## src/rtl/hazard_ctrl_pkg.sv

```systemverilog
// Shared definitions for the pipeline hazard controller: MDU latencies,
// the "operand not used" Tuse code, the MDU FSM states and the hazard compare.
package hazard_ctrl_pkg;

   localparam logic [1:0] TUSE_NONE    = 2'd3;
   localparam int         MULT_LAT_DEF = 5;
   localparam int         DIV_LAT_DEF  = 10;

   typedef enum logic {
      IDLE = 1'b0,
      BUSY = 1'b1
   } md_state_t;

   // A source register collides with a producer when the producer writes it and
   // the result arrives later than the consumer needs it; TUSE_NONE never collides.
   function automatic logic src_hazard(input logic [4:0] src,
                                       input logic [1:0] tuse,
                                       input logic [4:0] wa,
                                       input logic [1:0] tnew);
      return (src == wa) && (tuse < tnew);
   endfunction

endpackage

```

## src/rtl/hazard_ctrl_md_timer.sv

```systemverilog
// Multi-cycle mult/div busy tracker: IDLE/BUSY FSM with a reload countdown
// and a sticky error flag for starts issued while the unit is still busy.
module md_timer
   import hazard_ctrl_pkg::*;
#(
   parameter int MULT_LAT = MULT_LAT_DEF,
   parameter int DIV_LAT  = DIV_LAT_DEF,
   parameter int CNT_W    = 4
) (
   input  logic clk,
   input  logic reset,
   input  logic start,
   input  logic is_div,
   output logic busy,
   output logic err
);

   localparam logic [CNT_W-1:0] MULT_LOAD = CNT_W'(MULT_LAT - 1);
   localparam logic [CNT_W-1:0] DIV_LOAD  = CNT_W'(DIV_LAT - 1);
   localparam logic [CNT_W-1:0] CNT_ONE   = CNT_W'(1);

   md_state_t        state;
   logic [CNT_W-1:0] cnt;
   logic [CNT_W-1:0] load;

   assign load = is_div ? DIV_LOAD : MULT_LOAD;
   assign busy = start | (state == BUSY);

   // The start cycle itself is the first busy cycle, so a latency-1 operation
   // never leaves IDLE; the last BUSY cycle is the one where cnt drops to zero.
   always_ff @(posedge clk) begin
      if (reset) begin
         state <= IDLE;
         cnt   <= '0;
         err   <= 1'b0;
      end else begin
         case (state)
            IDLE: begin
               if (start && (load != '0)) begin
                  state <= BUSY;
                  cnt   <= load;
               end
            end
            BUSY: begin
               if (start)
                  err <= 1'b1;
               if (cnt <= CNT_ONE) begin
                  state <= IDLE;
                  cnt   <= '0;
               end else begin
                  cnt <= cnt - CNT_ONE;
               end
            end
            default: begin
               state <= IDLE;
               cnt   <= '0;
            end
         endcase
      end
   end

endmodule

```

## src/rtl/hazard_ctrl.sv

```systemverilog
// Stall/flush scheduler for the 5-stage pipeline: combines Tuse/Tnew register
// hazards with MDU occupancy and counts stalled cycles.
module hazard_ctrl
   import hazard_ctrl_pkg::*;
#(
   parameter int MULT_LAT = MULT_LAT_DEF,
   parameter int DIV_LAT  = DIV_LAT_DEF,
   parameter int CNT_W    = 4
) (
   input  logic        clk,
   input  logic        reset,
   input  logic [4:0]  d_rs,
   input  logic [4:0]  d_rt,
   input  logic [1:0]  d_tuse_rs,
   input  logic [1:0]  d_tuse_rt,
   input  logic        d_is_md,
   input  logic [4:0]  e_wa,
   input  logic [1:0]  e_tnew,
   input  logic [4:0]  m_wa,
   input  logic [1:0]  m_tnew,
   input  logic        e_md_start,
   input  logic        e_md_div,
   output logic        stall,
   output logic        flush_e,
   output logic        md_busy,
   output logic        md_err,
   output logic [31:0] stall_cnt
);

   logic stall_rs;
   logic stall_rt;

   md_timer #(
      .MULT_LAT (MULT_LAT),
      .DIV_LAT  (DIV_LAT),
      .CNT_W    (CNT_W)
   ) u_md_timer (
      .clk    (clk),
      .reset  (reset),
      .start  (e_md_start),
      .is_div (e_md_div),
      .busy   (md_busy),
      .err    (md_err)
   );

   // $0 is hard-wired zero, so it can never carry a pending result.
   assign stall_rs = (d_rs != 5'd0) &&
                     (src_hazard(d_rs, d_tuse_rs, e_wa, e_tnew) ||
                      src_hazard(d_rs, d_tuse_rs, m_wa, m_tnew));
   assign stall_rt = (d_rt != 5'd0) &&
                     (src_hazard(d_rt, d_tuse_rt, e_wa, e_tnew) ||
                      src_hazard(d_rt, d_tuse_rt, m_wa, m_tnew));

   assign stall   = stall_rs | stall_rt | (d_is_md & md_busy);
   assign flush_e = stall;

   always_ff @(posedge clk) begin
      if (reset)
         stall_cnt <= '0;
      else if (stall)
         stall_cnt <= stall_cnt + 32'd1;
   end

endmodule

```

## config.mk

```make
export PLATFORM = sky130hd
export DESIGN_NAME = hazard_ctrl
export DESIGN_NICKNAME = d
export VERILOG_FILES = /design/src/rtl/hazard_ctrl_pkg.sv /design/src/rtl/hazard_ctrl_md_timer.sv /design/src/rtl/hazard_ctrl.sv
export SDC_FILE = /design/constraint.sdc
export NUM_CORES = 1
export LEC_CHECK = 0
export BUFFER_PORTS_ARGS = -buffer_cell sky130_fd_sc_hd__clkbuf_2
export CORE_MARGIN = 4
export CORE_UTILIZATION = 30
export CTS_BUF_LIST = sky130_fd_sc_hd__clkbuf_8 sky130_fd_sc_hd__clkbuf_16
export DETAILED_ROUTE_END_ITERATION = 8
export HOLD_SLACK_MARGIN = 0.1
export PLACE_DENSITY_LB_ADDON = 0.2
export SETUP_SLACK_MARGIN = 0.2
export SLEW_MARGIN = 20
export SYNTH_ARGS = -nofsm -noshare
export SYNTH_HDL_FRONTEND = slang
export SYNTH_SLANG_ARGS = --single-unit
```

## constraint.sdc

```tcl
create_clock -name clk -period 2.37 [get_ports clk]
set_clock_uncertainty 0.05 [all_clocks]
set_input_delay 0 -clock clk [delete_from_list [all_inputs] [get_ports clk]]
set_output_delay 0 -clock clk [all_outputs]
set_load 0.02 [all_outputs]
```

==> out/metrics.cfg <==
[grt]
grtUsageMet1=0.161
grt_max_degree=63
antenna_found_initial=0
grt_use_met2=0.251
grt_first_pass_wirelength_mm=10.0
grt_usage=0.139
grt_pass1_vias=2150
grt_busiest_layer=met2
grt-ovfl-total=0
met3_usage=0.0327

[worst_hold_path]
hold_end=stall_cnt[1]
min_path_cells=2
hold_start=reset
hold_path_class=primary input to register

[logic_synthesis]
syn_avg_cell_area_um2=8.02
synth_area_mm2=0.00224
synthFlopType=dfxtp_1
synth_area_leaders=dfxtp_1 34%, xor2_1 8.2%, a21oi_1 7.1%
yosysTopAreaCell=dfxtp_1
synth_edf_count=0
synth_top_area_frac=0.339
synth.distinct_cells=37
ys_warn_count=0
synth_cells=280
ys_top_cells_by_count=38 x dfxtp_1, 32 x a21oi_1, 21 x or3_1, 21 x xor2_1, 20 x o21ai_0
synthArstFlopShare=0
synth_nets=320
synth-seq-cells=38
seq_area_frac_synth=0.339
yosysMostFrequentCell=dfxtp_1

[clocking]
clk_pin_slew_worst_paths_ns=0.08
cts_buffers=5
cts_max_path_buffers=2
clkLatencyLatePin_ns=0.29
cts.htree.levels=2
cts_sinks=38
cts_tree=yes
clockRootBuffer=clkbuf_8

[layout]
final-instance-count-excl-fill=450
drive_gt1_frac=0.251
fill_cells=773
syn_to_final_growth_pct=26.8
fin_nets=390
antenna_cells=0

[route]
routed_wl_mm=6.22
vias_per_cell=5.14
ant_nets=0
vias=2314
first_pass_iters=4
wl_per_cell_um=13.8
drc_errors=0
drtIter0Drc=80

[floorplan]
initial_core_util=0.309
die_w_um=94.5
die_y_um=94.5
core_mm2=0.00725
row_count=31
io-pin-count=69
die_area_mm2=0.00893

[power_and_ir_drop]
switching_share=0.282
power.static_leakage_nw=1.14
power.density_mw_per_mm2=483
p_seq_frac=0.487
intPower_uw=988
p_comb_frac=0.181
p_sw_uw=388
peakVddDrop_v=0.000180
clockPowerShare=0.332

[placed_design]
dp_hpwl_mm=4.53
post-place-cells=437
port_buffers=68
place.gp.congestion=0.832

[sta]
totalNegativeSetupSlack_ns=0
post-route-min-period_ns=2.01
tightest_slew_ns=0.820
hold_viol_final=0
setup_violations=0
rsz0062_at_grt=no
slew_headroom=0.453
fmax_mhz=498
timing.final.crit_share=0.847
drv_slew=0

[flow_run]
maxCapViolations=0

[worst_setup_path]
rrSetupSlack_ns=0.36
critPathArrivalTime_ns=2.16
crit_path_end_kind=register
reg2reg_from=stall_cnt[7]
reg2reg_depth=6
criticalPathCategory=register to register
cp_max_fo=6
worstReg2RegEnd=stall_cnt[26]
setup.worst_path.start_class=register
worstPathRequired_ns=2.52

[run_status]
status=completed

[how the worst max path moves through the flow]
stage	start	end	slack (ns)	cells after the start
detailed placement	u_md_timer.state	stall_cnt[18]	0.30	6
floorplan	u_md_timer.state	stall_cnt[1]	0.26	7
finish	stall_cnt[7]	stall_cnt[26]	0.36	6
global route	u_md_timer.state	flush_e	0.18	6
CTS	u_md_timer.state	stall	0.28	6
global placement	u_md_timer.state	stall_cnt[18]	0.35	6
[cell families after synthesis]
group / after synthesis / share of synthesized area
xor+xnor: 21 / 0.0819
compound gates: 74 / 0.191
fa+ha+maj: 7 / 0.0390
flops: 38 / 0.339
simple gates: 114 / 0.290
buf+inv: 24 / 0.0496
mux: 2 / 0.00948
[power by group through the flow]
stage	clock network [mW]	registers, mW	logic, mW
final	0.457	0.670	0.249
after global routing	0.505	0.673	0.279
after CTS	0.477	0.669	0.232
after detailed placement	0	0.684	0.228
after global placement	0	0.684	0.226
after floorplan	0	0.689	0.143
[sequential cells by signal, summed over array words and instances, names as in the netlist]
name,cells
u_md_timer.state,1
u_md_timer.cnt,4
u_md_timer.err,1
stall_cnt,32
[worst max-delay path, cell delays in order (launching register included)]
cell and delay (ns):
dfxtp_1 0.40, and4_2 0.29, and3_1 0.22, and3_2 0.25, and3_1 0.15, or4b_1 0.42
a21oi_1 0.14
[through the flow]
stage | utilization | cell area [µm²] | hold WS (ns) | setup slack (ns) | total power [mW]
6_report | 0.392 | 2850 | 0.361 | 0.364 | 1.38
5_1_grt | 0.392 | 2850 | 0.424 | 0.176 | 1.46
4_1_cts | 0.387 | 2810 | 0.315 | 0.283 | 1.38
3_5_place_dp | 0.370 | 2680 | 0.255 | 0.304 | 0.912
3_3_place_gp | 0.370 | 2680 | 0.255 | 0.345 | 0.909
2_1_floorplan | - | 2250 | 0.0947 | 0.260 | 0.831
[cell usage in the layout (no fill, tap or decap), types with 6 or more instances in the layout]
cell type  instances
clkbuf_2          68
dfxtp_1           36
a21oi_1           32
xor2_1            21
or3_1             21
o21ai_0           20
nor2_1            17
nand4_1           14
nand3_1           11
inv_1             10
nand2_1           10
ha_1               7
a211oi_1           6
and3_1             6
o31ai_1            6
or4_1              6
clkbuf_8           6
[cell type report]
class                   instances  area (µm²)  share of cell area
inverters                       9        33.8              0.0119
multi-input cells             218        1380               0.486
clock buffers                   6        82.6              0.0290
flip-flops and latches         38         763               0.268
well taps                      99         124              0.0435
clock inverters                 2        8.76             0.00308
repair buffers                 78         452               0.159
[layer usage]
layer	vias to the layer above	wire [µm]
met5	-	0
met3	6	330
met4	0	72
met1	1073	2770
met2	56	3040
li1	1179	-
[what timing repair did]
action,in CTS,in global routing
hold buffers,3,0
buffers inserted,0,1
endpoints found under the setup margin,0,7
endpoints found under the hold margin,3,0
resized for setup,0,6
Power figures use the tool's default switching activity.
